File: src/rtl/mbist_pkg.sv
// March BIST shared definitions: modes, FSM states,
// element programs and the data background helper.
package mbist_pkg;

  localparam logic [2:0] MODE_MARCH_C = 3'b001;
  localparam logic [2:0] MODE_MATS    = 3'b010;
  localparam logic [2:0] MODE_CKBD    = 3'b011;

  typedef enum logic [1:0] {
    S_IDLE  = 2'd0,
    S_RUN   = 2'd1,
    S_DRAIN = 2'd2,
    S_DONE  = 2'd3
  } state_t;

  localparam logic OP_R = 1'b0;
  localparam logic OP_W = 1'b1;
  localparam logic UP   = 1'b0;
  localparam logic DN   = 1'b1;

  localparam logic [1:0] BG_0   = 2'd0;
  localparam logic [1:0] BG_1   = 2'd1;
  localparam logic [1:0] BG_CB  = 2'd2;
  localparam logic [1:0] BG_NCB = 2'd3;

  typedef struct packed {
    logic       dir;
    logic [1:0] nops;
    logic       op0;
    logic       op1;
    logic [1:0] bg0;
    logic [1:0] bg1;
  } elem_t;

  typedef elem_t prog_t [8];

  localparam elem_t E_NONE = '0;

  localparam prog_t PROG_MC = '{
    '{UP, 2'd1, OP_W, OP_R, BG_0, BG_0},
    '{UP, 2'd2, OP_R, OP_W, BG_0, BG_1},
    '{UP, 2'd2, OP_R, OP_W, BG_1, BG_0},
    '{DN, 2'd2, OP_R, OP_W, BG_0, BG_1},
    '{DN, 2'd2, OP_R, OP_W, BG_1, BG_0},
    '{UP, 2'd1, OP_R, OP_R, BG_0, BG_0},
    E_NONE, E_NONE
  };

  localparam prog_t PROG_MATS = '{
    '{UP, 2'd1, OP_W, OP_R, BG_0, BG_0},
    '{UP, 2'd2, OP_R, OP_W, BG_0, BG_1},
    '{DN, 2'd2, OP_R, OP_W, BG_1, BG_0},
    E_NONE, E_NONE, E_NONE, E_NONE, E_NONE
  };

  localparam prog_t PROG_CKBD = '{
    '{UP, 2'd1, OP_W, OP_R, BG_CB,  BG_CB},
    '{UP, 2'd1, OP_R, OP_R, BG_CB,  BG_CB},
    '{UP, 2'd1, OP_W, OP_R, BG_NCB, BG_NCB},
    '{UP, 2'd1, OP_R, OP_R, BG_NCB, BG_NCB},
    E_NONE, E_NONE, E_NONE, E_NONE
  };

  function automatic logic valid_mode(input logic [2:0] m);
    return (m == MODE_MARCH_C) || (m == MODE_MATS) ||
           (m == MODE_CKBD);
  endfunction

  function automatic elem_t get_elem(input logic [2:0] m,
                                     input logic [2:0] idx);
    case (m)
      MODE_MATS: return PROG_MATS[idx];
      MODE_CKBD: return PROG_CKBD[idx];
      default:   return PROG_MC[idx];
    endcase
  endfunction

  function automatic logic elem_dir(input logic [2:0] m,
                                    input logic [2:0] idx);
    elem_t e;
    e = get_elem(m, idx);
    return e.dir;
  endfunction

  function automatic logic [2:0] last_elem(input logic [2:0] m);
    case (m)
      MODE_MATS: return 3'd2;
      MODE_CKBD: return 3'd3;
      default:   return 3'd5;
    endcase
  endfunction

  // Checkerboard is 0x55.. on even rows, 0xAA.. on odd rows.
  function automatic logic pat_bit(input logic [1:0] bg,
                                   input logic a0,
                                   input logic ib);
    case (bg)
      BG_0:    return 1'b0;
      BG_1:    return 1'b1;
      BG_CB:   return ~ib ^ a0;
      default: return ib ^ a0;
    endcase
  endfunction

endpackage

File: src/rtl/mbist_repair_ctrl_repair_cam.sv
// Repair table: NSPARE unique fail addresses, overflow flag.
// Ports: clr_i wipes, ins_i logs ins_addr_i, lk_* lookup.
module repair_cam #(
  parameter int AW     = 16,
  parameter int NSPARE = 4,
  parameter int CW     = $clog2(NSPARE + 1),
  parameter int SW     = (NSPARE > 1) ? $clog2(NSPARE) : 1
) (
  input  logic          clk_i,
  input  logic          rst_i,
  input  logic          clr_i,
  input  logic          ins_i,
  input  logic [AW-1:0] ins_addr_i,
  input  logic          lk_en_i,
  input  logic [AW-1:0] lk_addr_i,
  output logic          hit_o,
  output logic [SW-1:0] sel_o,
  output logic [CW-1:0] cnt_o,
  output logic          ovf_o
);

  logic [AW-1:0]     ent_q [NSPARE];
  logic [NSPARE-1:0] vld_q;
  logic [CW-1:0]     cnt_q;
  logic              ovf_q;
  logic              dup;
  logic              full;

  always_comb begin
    dup = 1'b0;
    for (int i = 0; i < NSPARE; i++)
      if (vld_q[i] && ent_q[i] == ins_addr_i)
        dup = 1'b1;
  end

  assign full = (cnt_q == CW'(NSPARE));

  always_ff @(posedge clk_i or posedge rst_i) begin
    if (rst_i) begin
      vld_q <= '0;
      cnt_q <= '0;
      ovf_q <= 1'b0;
      for (int i = 0; i < NSPARE; i++)
        ent_q[i] <= '0;
    end else if (clr_i) begin
      vld_q <= '0;
      cnt_q <= '0;
      ovf_q <= 1'b0;
    end else if (ins_i && !dup) begin
      if (!full) begin
        for (int i = 0; i < NSPARE; i++)
          if (CW'(i) == cnt_q) begin
            ent_q[i] <= ins_addr_i;
            vld_q[i] <= 1'b1;
          end
        cnt_q <= cnt_q + CW'(1);
      end else begin
        ovf_q <= 1'b1;
      end
    end
  end

  always_comb begin
    hit_o = 1'b0;
    sel_o = '0;
    for (int i = 0; i < NSPARE; i++)
      if (lk_en_i && vld_q[i] && ent_q[i] == lk_addr_i) begin
        hit_o = 1'b1;
        sel_o = SW'(i);
      end
  end

  assign cnt_o = cnt_q;
  assign ovf_o = ovf_q;

endmodule

File: src/rtl/mbist_repair_ctrl.sv
// March BIST engine (C-, MATS+, checkerboard) with repair capture.
// Ports: CLK/RST, BIST_* control/status, MEM_* SRAM, lookup.
module mbist_repair_ctrl
  import mbist_pkg::*;
#(
  parameter int AW     = 16,
  parameter int DW     = 8,
  parameter int NSPARE = 4
) (
  input  logic          CLK,
  input  logic          RST,
  input  logic          BIST_EN,
  input  logic [2:0]    BIST_MODE,
  output logic          MEM_CSB,
  output logic          MEM_WEB,
  output logic          MEM_OEB,
  output logic [AW-1:0] MEM_ADDR,
  output logic [DW-1:0] MEM_WDATA,
  input  logic [DW-1:0] MEM_RDATA,
  output logic          BIST_BUSY,
  output logic          BIST_DONE,
  output logic          BIST_PASS,
  output logic          REPAIR_OK,
  output logic [$clog2(NSPARE+1)-1:0] FAIL_CNT,
  input  logic [AW-1:0] LOOKUP_ADDR,
  output logic          SPARE_HIT,
  output logic [((NSPARE>1)?$clog2(NSPARE):1)-1:0] SPARE_SEL
);

  localparam logic [AW-1:0] AMAX = '1;

  state_t        st_q, st_d;
  logic          en_q;
  logic [2:0]    mode_q, mode_d;
  logic [2:0]    elem_q, elem_d;
  logic [AW-1:0] addr_q, addr_d;
  logic          ph_q, ph_d;
  logic          miss_q, miss_d;
  logic          fin_q, fin_d;
  logic          cv_q;
  logic [AW-1:0] caddr_q;
  logic [DW-1:0] cexp_q;

  elem_t         el;
  logic          op, run, wr, rd, mis, start, clr, ovf;
  logic          last_ph, last_ad, last_el;
  logic [1:0]    bg;
  logic [DW-1:0] pat;

  assign el    = get_elem(mode_q, elem_q);
  assign op    = ph_q ? el.op1 : el.op0;
  assign bg    = ph_q ? el.bg1 : el.bg0;
  assign run   = (st_q == S_RUN);
  assign wr    = run && (op == OP_W);
  assign rd    = run && (op == OP_R);
  assign mis   = cv_q && (MEM_RDATA != cexp_q);
  assign start = BIST_EN && !en_q;

  assign last_ph = (el.nops == 2'd1) || ph_q;
  assign last_ad = el.dir ? (addr_q == '0) : (addr_q == AMAX);
  assign last_el = (elem_q == last_elem(mode_q));

  always_comb begin
    pat = '0;
    for (int i = 0; i < DW; i++)
      pat[i] = pat_bit(bg, addr_q[0], i[0]);
  end

  always_comb begin
    st_d   = st_q;
    mode_d = mode_q;
    elem_d = elem_q;
    addr_d = addr_q;
    ph_d   = ph_q;
    fin_d  = fin_q;
    miss_d = miss_q | mis;
    clr    = 1'b0;
    unique case (st_q)
      S_IDLE: if (start) begin
        clr    = 1'b1;
        fin_d  = 1'b0;
        miss_d = 1'b0;
        mode_d = BIST_MODE;
        elem_d = '0;
        addr_d = '0;
        ph_d   = 1'b0;
        st_d   = valid_mode(BIST_MODE) ? S_RUN : S_DONE;
      end
      S_RUN: if (!BIST_EN) begin
        st_d   = S_IDLE;
        clr    = 1'b1;
        addr_d = '0;
        ph_d   = 1'b0;
      end else if (!last_ph) begin
        ph_d = 1'b1;
      end else begin
        ph_d = 1'b0;
        if (!last_ad)
          addr_d = el.dir ? addr_q - 1'b1 : addr_q + 1'b1;
        else if (!last_el) begin
          elem_d = elem_q + 3'd1;
          addr_d = elem_dir(mode_q, elem_q + 3'd1) ? AMAX : '0;
        end else begin
          st_d   = S_DRAIN;
          addr_d = '0;
        end
      end
      S_DRAIN: if (!BIST_EN) begin
        st_d = S_IDLE;
        clr  = 1'b1;
      end else begin
        st_d  = S_DONE;
        fin_d = 1'b1;
      end
      S_DONE: if (!BIST_EN) st_d = S_IDLE;
      default: st_d = S_IDLE;
    endcase
  end

  always_ff @(posedge CLK or posedge RST) begin
    if (RST) begin
      st_q    <= S_IDLE;
      en_q    <= 1'b0;
      mode_q  <= '0;
      elem_q  <= '0;
      addr_q  <= '0;
      ph_q    <= 1'b0;
      miss_q  <= 1'b0;
      fin_q   <= 1'b0;
      cv_q    <= 1'b0;
      caddr_q <= '0;
      cexp_q  <= '0;
    end else begin
      st_q    <= st_d;
      en_q    <= BIST_EN;
      mode_q  <= mode_d;
      elem_q  <= elem_d;
      addr_q  <= addr_d;
      ph_q    <= ph_d;
      miss_q  <= miss_d;
      fin_q   <= fin_d;
      // An aborting read is never compared.
      cv_q    <= rd && BIST_EN;
      caddr_q <= addr_q;
      cexp_q  <= pat;
    end
  end

  repair_cam #(.AW(AW), .NSPARE(NSPARE)) u_cam (
    .clk_i      (CLK),
    .rst_i      (RST),
    .clr_i      (clr),
    .ins_i      (mis),
    .ins_addr_i (caddr_q),
    .lk_en_i    (fin_q),
    .lk_addr_i  (LOOKUP_ADDR),
    .hit_o      (SPARE_HIT),
    .sel_o      (SPARE_SEL),
    .cnt_o      (FAIL_CNT),
    .ovf_o      (ovf)
  );

  assign MEM_CSB   = !run;
  assign MEM_WEB   = !wr;
  assign MEM_OEB   = !rd;
  assign MEM_ADDR  = addr_q;
  assign MEM_WDATA = wr ? pat : '0;
  assign BIST_BUSY = (st_q == S_RUN) || (st_q == S_DRAIN);
  assign BIST_DONE = (st_q == S_DONE);
  assign BIST_PASS = fin_q && !miss_q;
  assign REPAIR_OK = fin_q && !ovf;

endmodule

File: config.mk
export PLATFORM = sky130hd
export DESIGN_NAME = mbist_repair_ctrl
export DESIGN_NICKNAME = d
export VERILOG_FILES = /design/src/rtl/mbist_pkg.sv /design/src/rtl/mbist_repair_ctrl_repair_cam.sv /design/src/rtl/mbist_repair_ctrl.sv
export SDC_FILE = /design/constraint.sdc
export NUM_CORES = 1
export LEC_CHECK = 0
export CAP_MARGIN = 40
export CORE_UTILIZATION = 65
export CTS_CLUSTER_DIAMETER = 100
export DETAILED_ROUTE_END_ITERATION = 16
export DONT_BUFFER_PORTS = 1
export PLACE_DENSITY = 0.81
export SLEW_MARGIN = 20
export SYNTH_ARGS = -nofsm -noshare
export SYNTH_HDL_FRONTEND = slang
export SYNTH_SLANG_ARGS = --single-unit
File: constraint.sdc
create_clock -name CLK -period 11.7 [get_ports CLK]
set_input_delay 1.17 -clock CLK [delete_from_list [all_inputs] [get_ports CLK]]
set_output_delay 1.17 -clock CLK [all_outputs]
set_load 0.01 [all_outputs]
==> results of run 1 <==
==> through the flow <==
stage | setup WS (ns) | hold slack (ns) | area, µm²
final | 7.71 | 0.504 | 8010
after global routing | 7.50 | 0.559 | 8010
after CTS | 7.71 | 0.517 | 8010
after detailed placement | 7.98 | 0.509 | 7380
after global placement | 8.02 | 0.489 | 7350
after floorplan | 7.37 | 0.463 | 7450
==> critical path, delay by kind of cell, from the launching register on <==
| kind | cells | cell delay, ns |
|---|---|---|
| and+or+nand+nor | 2 | 0.67 |
| AOI/OAI and AO/OA | 2 | 0.57 |
| buffers and inverters | 1 | 0.18 |
| DFF | 1 | 0.49 |
| xor gates and xnor gates | 1 | 0.20 |
| adders and majority gates | 1 | 0.30 |
==> worst min path at each step <==
stage / start / endpoint / cells after the start
2_1_floorplan: u_cam.ovf_o / u_cam.ovf_o / 2
3_3_place_gp: u_cam.ovf_o / u_cam.ovf_o / 2
3_5_place_dp: u_cam.ovf_o / u_cam.ovf_o / 2
4_1_cts: u_cam.ovf_o / u_cam.ovf_o / 2
5_1_grt: miss_q / miss_q / 2
6_report: u_cam.ovf_o / u_cam.ovf_o / 2
==> routing by layer <==
layer / routed length (µm) / global-route usage
met1: 7530 / 0.404
met2: 8890 / 0.546
met3: 896 / 0.0699
met4: 480 / 0.134
met5: 0 / 0
==> layout make-up <==
class | instances | area, µm²
clock buffers | 19 | 433
flip-flops and latches | 119 | 2980
inverters | 20 | 77.6
well taps | 140 | 175
fillers | 741 | 2970
repair buffers | 3 | 42.5
multi-input cells | 529 | 4110
clock inverters | 13 | 195
==> placed cells by master (no fill, tap or decap), types with 6 or more instances in the layout <==
| master | n |
|---|---|
| nor3_1 | 14 |
| mux2i_1 | 6 |
| inv_1 | 19 |
| o21ai_0 | 34 |
| mux2_2 | 68 |
| a21oi_1 | 26 |
| clkbuf_16 | 17 |
| nor4_1 | 24 |
| dfrtp_1 | 119 |
| xor2_1 | 68 |
| nand4_1 | 27 |
| xnor2_1 | 74 |
| ha_1 | 33 |
| a21o_1 | 6 |
| a31oi_1 | 7 |
| nor2_1 | 20 |
| nand2_1 | 42 |
| and3_1 | 8 |
| nand3_1 | 11 |
==> flip-flops by register name (all words and copies together), names as in the netlist <==
name	cells
MEM_ADDR	16
caddr_q	16
cexp_q	2
cv_q	1
elem_q	3
en_q	1
fin_q	1
miss_q	1
mode_q	3
ph_q	1
st_q	2
u_cam.cnt_o	3
u_cam.ent_q	64
u_cam.ovf_o	1
u_cam.vld_q	4
==> power by group through the flow <==
stage	registers [mW]	clock network, mW	logic (mW)
after floorplan	0.509	0	0.292
after global placement	0.549	0	0.311
after detailed placement	0.552	0	0.322
after CTS	0.545	0.557	0.328
after global routing	0.554	0.577	0.360
final	0.546	0.554	0.329
==> synthesized netlist by cell type, types with 11 or more instances <==
library cell	count	share of area
nand3_1	11	0.0074
nand2_1	42	0.021
mux2_2	68	0.10
buf_4	23	0.023
nand4_1	27	0.023
inv_1	20	0.010
xnor2_1	74	0.087
dfrtp_1	119	0.40
o21ai_0	34	0.023
ha_1	33	0.055
nor4_1	24	0.020
xor2_1	68	0.080
a21oi_1	26	0.017
nor2_1	20	0.010
nor3_1	14	0.0094
clkbuf_1	22	0.011
==> logic make-up after synthesis <==
kind of cell | Yosys count
buf+inv | 69
compound gates | 106
xor+xnor | 142
fa+ha+maj | 34
simple gates | 173
flops | 119
mux | 74
==> metrics.yaml, run 1 <==
synthesis:
  yosys.area_share.simple: 0.128
  synth-xor-area-share: 0.167
  synthesis.nets: 781
  avgSynthCellArea_um2: 10.4
  synthesis.instances: 717
  synth_area_um2: 7450
  yosys_warnings: 0
  synth_top_family_by_area: "XOR/XNOR gates"
  synth_compound_area_frac: 0.0869
  synth_seq_cells: 119
  synth_cell_types: 57
  synth_fa_ha_area_frac: 0.0581
  muxShareOfSynthArea: 0.111
  synth_ff_type: "dfrtp_1"
  synth_edf_count: 0
  synth-async-reset-ratio: 1.00
  yosysSeqAreaShare: 0.399
global_route:
  grt-ovfl-total: 0
  antenna_found_initial: 0
  grt_max_degree: 62
  grt_pass1_vias: 5432
  grt_pass1_wl_mm: 28.5
  grtUsageTotal: 0.325
power:
  power.switching_uw: 476
  finalPower_mw: 1.43
  power.share.combinational: 0.230
  max-vdd-ir-drop_mv: 0.168
  p_int_uw: 954
  seqPwrFrac: 0.382
  p_leak_nw: 3.95
  clkPwrFrac: 0.388
  switching_share: 0.333
  power.density_nw_per_um2: 179
critical_path:
  max_stage_delay_ns: 0.49
  cp-start-kind: "flip-flop"
  path_cells: "inv_1 > ha_1 > and3_1 > a311o_1 > a22oi_1 > xnor2_1 > and3_1"
  worst-path-max-fanout: 7
  rr_endpoint: "MEM_ADDR[14]"
  cp-endpoint: "MEM_WDATA[0]"
  crit_required_ns: 10.53
  rrSetupSlack_ns: 8.03
  critPathCaptureType: "primary output"
  critPathLaunch: "elem_q[0]"
  reg2reg_depth: 14
  r2r_start: "elem_q[0]"
  arrival_ns: 2.82
  path_class: "reg -> out"
  slowest_stage: "dfrtp_1"
  crit_top_cell: "and3_1"
route:
  viasPerCell: 6.30
  vias: 5312
  drt-initial-drc-count: 383
  routedWlPerCell_um: 21.1
  wl_mm: 17.8
  drc: 0
  drtAntennaViolNets: 0
  first_pass_iters: 4
final_layout:
  drive_gt1_frac: 0.155
  finalNonFillerCells: 843
  area_growth_pct: 7.44
  num_antenna_cells: 0
  post-route-util: 0.729
  layout.nets: 754
floorplan:
  io_pins: 67
  coreArea_um2: 11000
  die-area_um2: 11900
  die_h_um: 109
  rows: 38
  initial_utilization: 0.679
  die_x_um: 109
sta:
  rsz0062_at_grt: "false"
  max_slew.worst_pin.slew_ns: 0.824
  finalMaxSlewViolations: 0
  fin_crit_sh: 0.341
  clock-skew-final_ns: 0.00706
  fin_tns_setup_ns: 0
  period_needed_ns: 3.99
  relSlewSlack: 0.451
  max_clock_freq_ghz: 0.251
  setup_viol: 0
  hold_violations: 0
clock_network:
  cts_root_buffer: "clkbuf_16"
  cts.clk_slew.worst_paths_ns: 0.06
  h-tree-depth: 4
  ctsResizeCount: 0
  clk_latency_ns: 0.42
  cts_inserted_buffers: 17
  clk_path_buf_depth: 2
  cts_sinks: 119
  cts_setup_buffers: 0
  cts_tree: "built"
  ctsHoldBuffers: 0
run:
  drv_cap: 0
placed_design:
  dp_cells: 811
  gp_congestion: 0.991
  dp_hpwl_mm: 13.0
  portBuffers: 0
run_status:
  status: "completed"
hold_path:
  hold_path.class: "reg -> reg"
No activity file was read; power rests on OpenSTA's default activity.
==> inputs of run 2 (changes only) <==
Settings changed: ABC_AREA set to 1.
Clock period 11.7 ns to 4 ns, I/O delays scaled along.
==> metrics.yaml, run 2 <==
run_status:
  status: "completed"  # unchanged
placed_design:
  dp_worst_setup_slack_ns: 0.713  # was 7.98 ns
  gp_congestion: 1.05  # was 0.991
  dp_hpwl_mm: 18.7  # was 13.0 mm
  portBuffers: 0  # unchanged
synthesis:
  yosys.area.top_type: "dfrtp_1"  # unchanged
  synth_edf_count: 0  # unchanged
  synth_seq_cells: 119  # unchanged
  synth_top_area_frac: 0.352  # was 0.399
  synthesis.instances: 1226  # was 717
  yosysSeqAreaShare: 0.352  # was 0.399
  synth_cell_types: 44  # was 57
  yosys_warnings: 0  # unchanged
  synthesis.nets: 1290  # was 781
  synth_top_cells_by_count: "451 x nand2_1, 140 x inv_1, 119 x dfrtp_1, 96 x nor2_1, 66 x nand4_1"  # was 119 x dfrtp_1, 74 x xnor2_1, 68 x mux2_2, 68 x xor2_1, 42 x nand2_1
  avgSynthCellArea_um2: 6.90  # was 10.4 µm²
  yosys-top-cells-area: "dfrtp_1 35%, nand2_1 20%, inv_1 6.2%"  # was dfrtp_1 40%, mux2_2 10%, xnor2_1 8.7%
  synth_ff_type: "dfrtp_1"  # unchanged
  synth_area_um2: 8460  # was 7450 µm²
  synth-async-reset-ratio: 1.00  # unchanged
  yosysMostFrequentCell: "nand2_1"  # was dfrtp_1
sta:
  max_clock_freq_ghz: 0.301
  hold_violations: 0  # unchanged
  max_slew.worst_pin.slew_ns: 0.696  # was 0.824 ns
  relSlewSlack: 0.536  # was 0.451
  fin_crit_sh: 0.831
  fin_tns_setup_ns: 0  # unchanged
  clock-skew-final_ns: 0.00768  # was 0.00706 ns
  setup_ws_ns: 0.677  # was 7.71 ns
  period_needed_ns: 3.32
  finalMaxSlewViolations: 0  # unchanged
  setup_viol: 0  # unchanged
  rsz0062_at_grt: "false"  # unchanged
floorplan:
  rows: 41  # was 38
  coreArea_um2: 12700  # was 11000 µm²
  initial_utilization: 0.668  # was 0.679
  io_pins: 67  # unchanged
  die_x_um: 116  # was 109 µm
  die-area_um2: 13500  # was 11900 µm²
  die_h_um: 116  # was 109 µm
route:
  vias: 8452  # was 5312
  first_pass_iters: 6  # was 4
  routedWlPerCell_um: 19.2  # was 21.1 µm
  viasPerCell: 6.05  # was 6.30
  drt-initial-drc-count: 1040  # was 383
  drc: 0  # unchanged
  drtAntennaViolNets: 0  # unchanged
  wl_mm: 26.8  # was 17.8 mm
hold_path:
  hold_path.class: "in -> reg"  # was reg -> reg
global_route:
  grt_max_degree: 67  # was 62
  grt_pass1_vias: 8011  # was 5432
  grtUsageTotal: 0.416  # was 0.325
  antenna_found_initial: 0  # unchanged
  grt-ovfl-total: 0  # unchanged
  grt_pass1_wl_mm: 41.7  # was 28.5 mm
clock_network:
  cts.clk_slew.worst_paths_ns: 0.06  # about the same
  h-tree-depth: 4  # unchanged
  cts_sinks: 119  # unchanged
  clk_path_buf_depth: 2  # unchanged
  cts_inserted_buffers: 17  # unchanged
  cts_tree: "built"  # unchanged
  clk_latency_ns: 0.43  # was 0.42 ns
  cts_root_buffer: "clkbuf_16"  # unchanged
  ctsResizeCount: 0  # unchanged
critical_path:
  critPathCaptureType: "flip-flop"  # was primary output
  worst-path-max-fanout: 18  # was 7
  cp-start-kind: "flip-flop"  # unchanged
  crit_required_ns: 4.31  # was 10.53 ns
  path_class: "reg -> reg"  # was reg -> out
  arrival_ns: 3.64  # was 2.82 ns
final_layout:
  nFillCells: 1056  # was 741
  area_growth_pct: 7.05  # was 7.44%
  final_cell_mix: "451 x nand2_1, 139 x inv_1, 119 x dfrtp_1"  # was 119 x dfrtp_1, 74 x xnor2_1, 68 x xor2_1, 68 x mux2_2, 42 x nand2_1
  layout_commonest_cell: "nand2_1"  # was dfrtp_1
  num_antenna_cells: 0  # unchanged
  largest_reg_flops: 64  # unchanged
  drive_gt1_frac: 0.0686  # was 0.155
  top_register: "u_cam.ent_q"  # unchanged
  layout.nets: 1275  # was 754
power:
  power.density_nw_per_um2: 836  # was 179 nW/µm²
  p_leak_nw: 4.65  # was 3.95 nW
  max-vdd-ir-drop_mv: 0.477  # was 0.168 mV
run:
  drv_cap: 0  # unchanged
## run 2: power by group
group	leakage, nW	switching (mW)	internal, mW
clock network	0.284	0.625	0.959
logic	2.73	2.55	1.18
registers	1.63	0.729	1.53
## run 2: through the flow
stage | hold slack [ns] | instances | power [mW] | util | area [µm²]
after floorplan | 0.431 | 1226 | 4.91 | - | 8460
after global placement | 0.432 | 1361 | 5.77 | 0.664 | 8420
after detailed placement | 0.432 | 1361 | 5.83 | 0.664 | 8420
after CTS | 0.0356 | 1394 | 7.43 | 0.712 | 9020
after global routing | 0.115 | 1396 | 8.07 | 0.715 | 9060
final | 0.101 | 1396 | 7.57 | 0.715 | 9060
## run 2: kinds of logic after synthesis
logic type      Yosys count  share of synthesized area
xor+xnor                 29                     0.0300
fa+ha+maj                34                     0.0512
simple gates            718                      0.369
buf+inv                 202                      0.110
flops                   119                      0.352
compound gates          124                     0.0878
## run 2: worst max-delay path: stages, from the launching register on
cell     delay (ns)
dfrtp_1        0.44
inv_1          0.20
ha_1           0.21
nand2_2        0.07
o21ai_2        0.15
nand2_2        0.14
inv_1          0.55
ha_1           0.39
inv_1          0.10
o21ai_0        0.14
a21oi_1        0.25
inv_1          0.07
a21oi_1        0.17
nand2_1        0.07
nand2_1        0.05
nand3_1        0.06
nand2_1        0.07
nand2_1        0.05
## run 2: area by class of cell
| class | count | area [µm²] | share of cell area |
|---|---|---|---|
| multi-input cells | 905 | 4550 | 0.502 |
| flip-flops and latches | 119 | 2980 | 0.329 |
| inverters | 156 | 591 | 0.0652 |
| clock buffers | 20 | 457 | 0.0504 |
| well taps | 172 | 215 | 0.0238 |
| clock inverters | 12 | 140 | 0.0155 |
| repair buffers | 12 | 128 | 0.0141 |
## run 2: timing repair
item / 4_1_cts / 5_1_grt
hold endpoints to repair: 1 / 7
hold buffers: 1 / 1
buffers inserted: 0 / 0
## run 2: routing by layer
metal | vias up | GRT usage | share of wire | routed length (µm)
met2 | 501 | 0.654 | 0.46 | 12400
met3 | 133 | 0.149 | 0.10 | 2780
li1 | 3917 | - | - | -
met5 | - | 0 | 0 | 0
met1 | 3901 | 0.495 | 0.38 | 10200
met4 | 0 | 0.240 | 0.055 | 1470
## run 2: final timing paths
check | slack (ns) | end | from | cells past startpoint
min in group asynchronous | 0.34 | u_cam.ent_q[28] | RST | 2
max in group asynchronous | 3.12 | u_cam.ent_q[54] | RST | 3
min | 0.10 | cv_q | BIST_EN | 2
max | 0.68 | MEM_ADDR[15] | elem_q[0] | 17
max reg2reg | 0.68 | MEM_ADDR[15] | elem_q[0] | 17
min reg2reg | 0.50 | miss_q | miss_q | 1
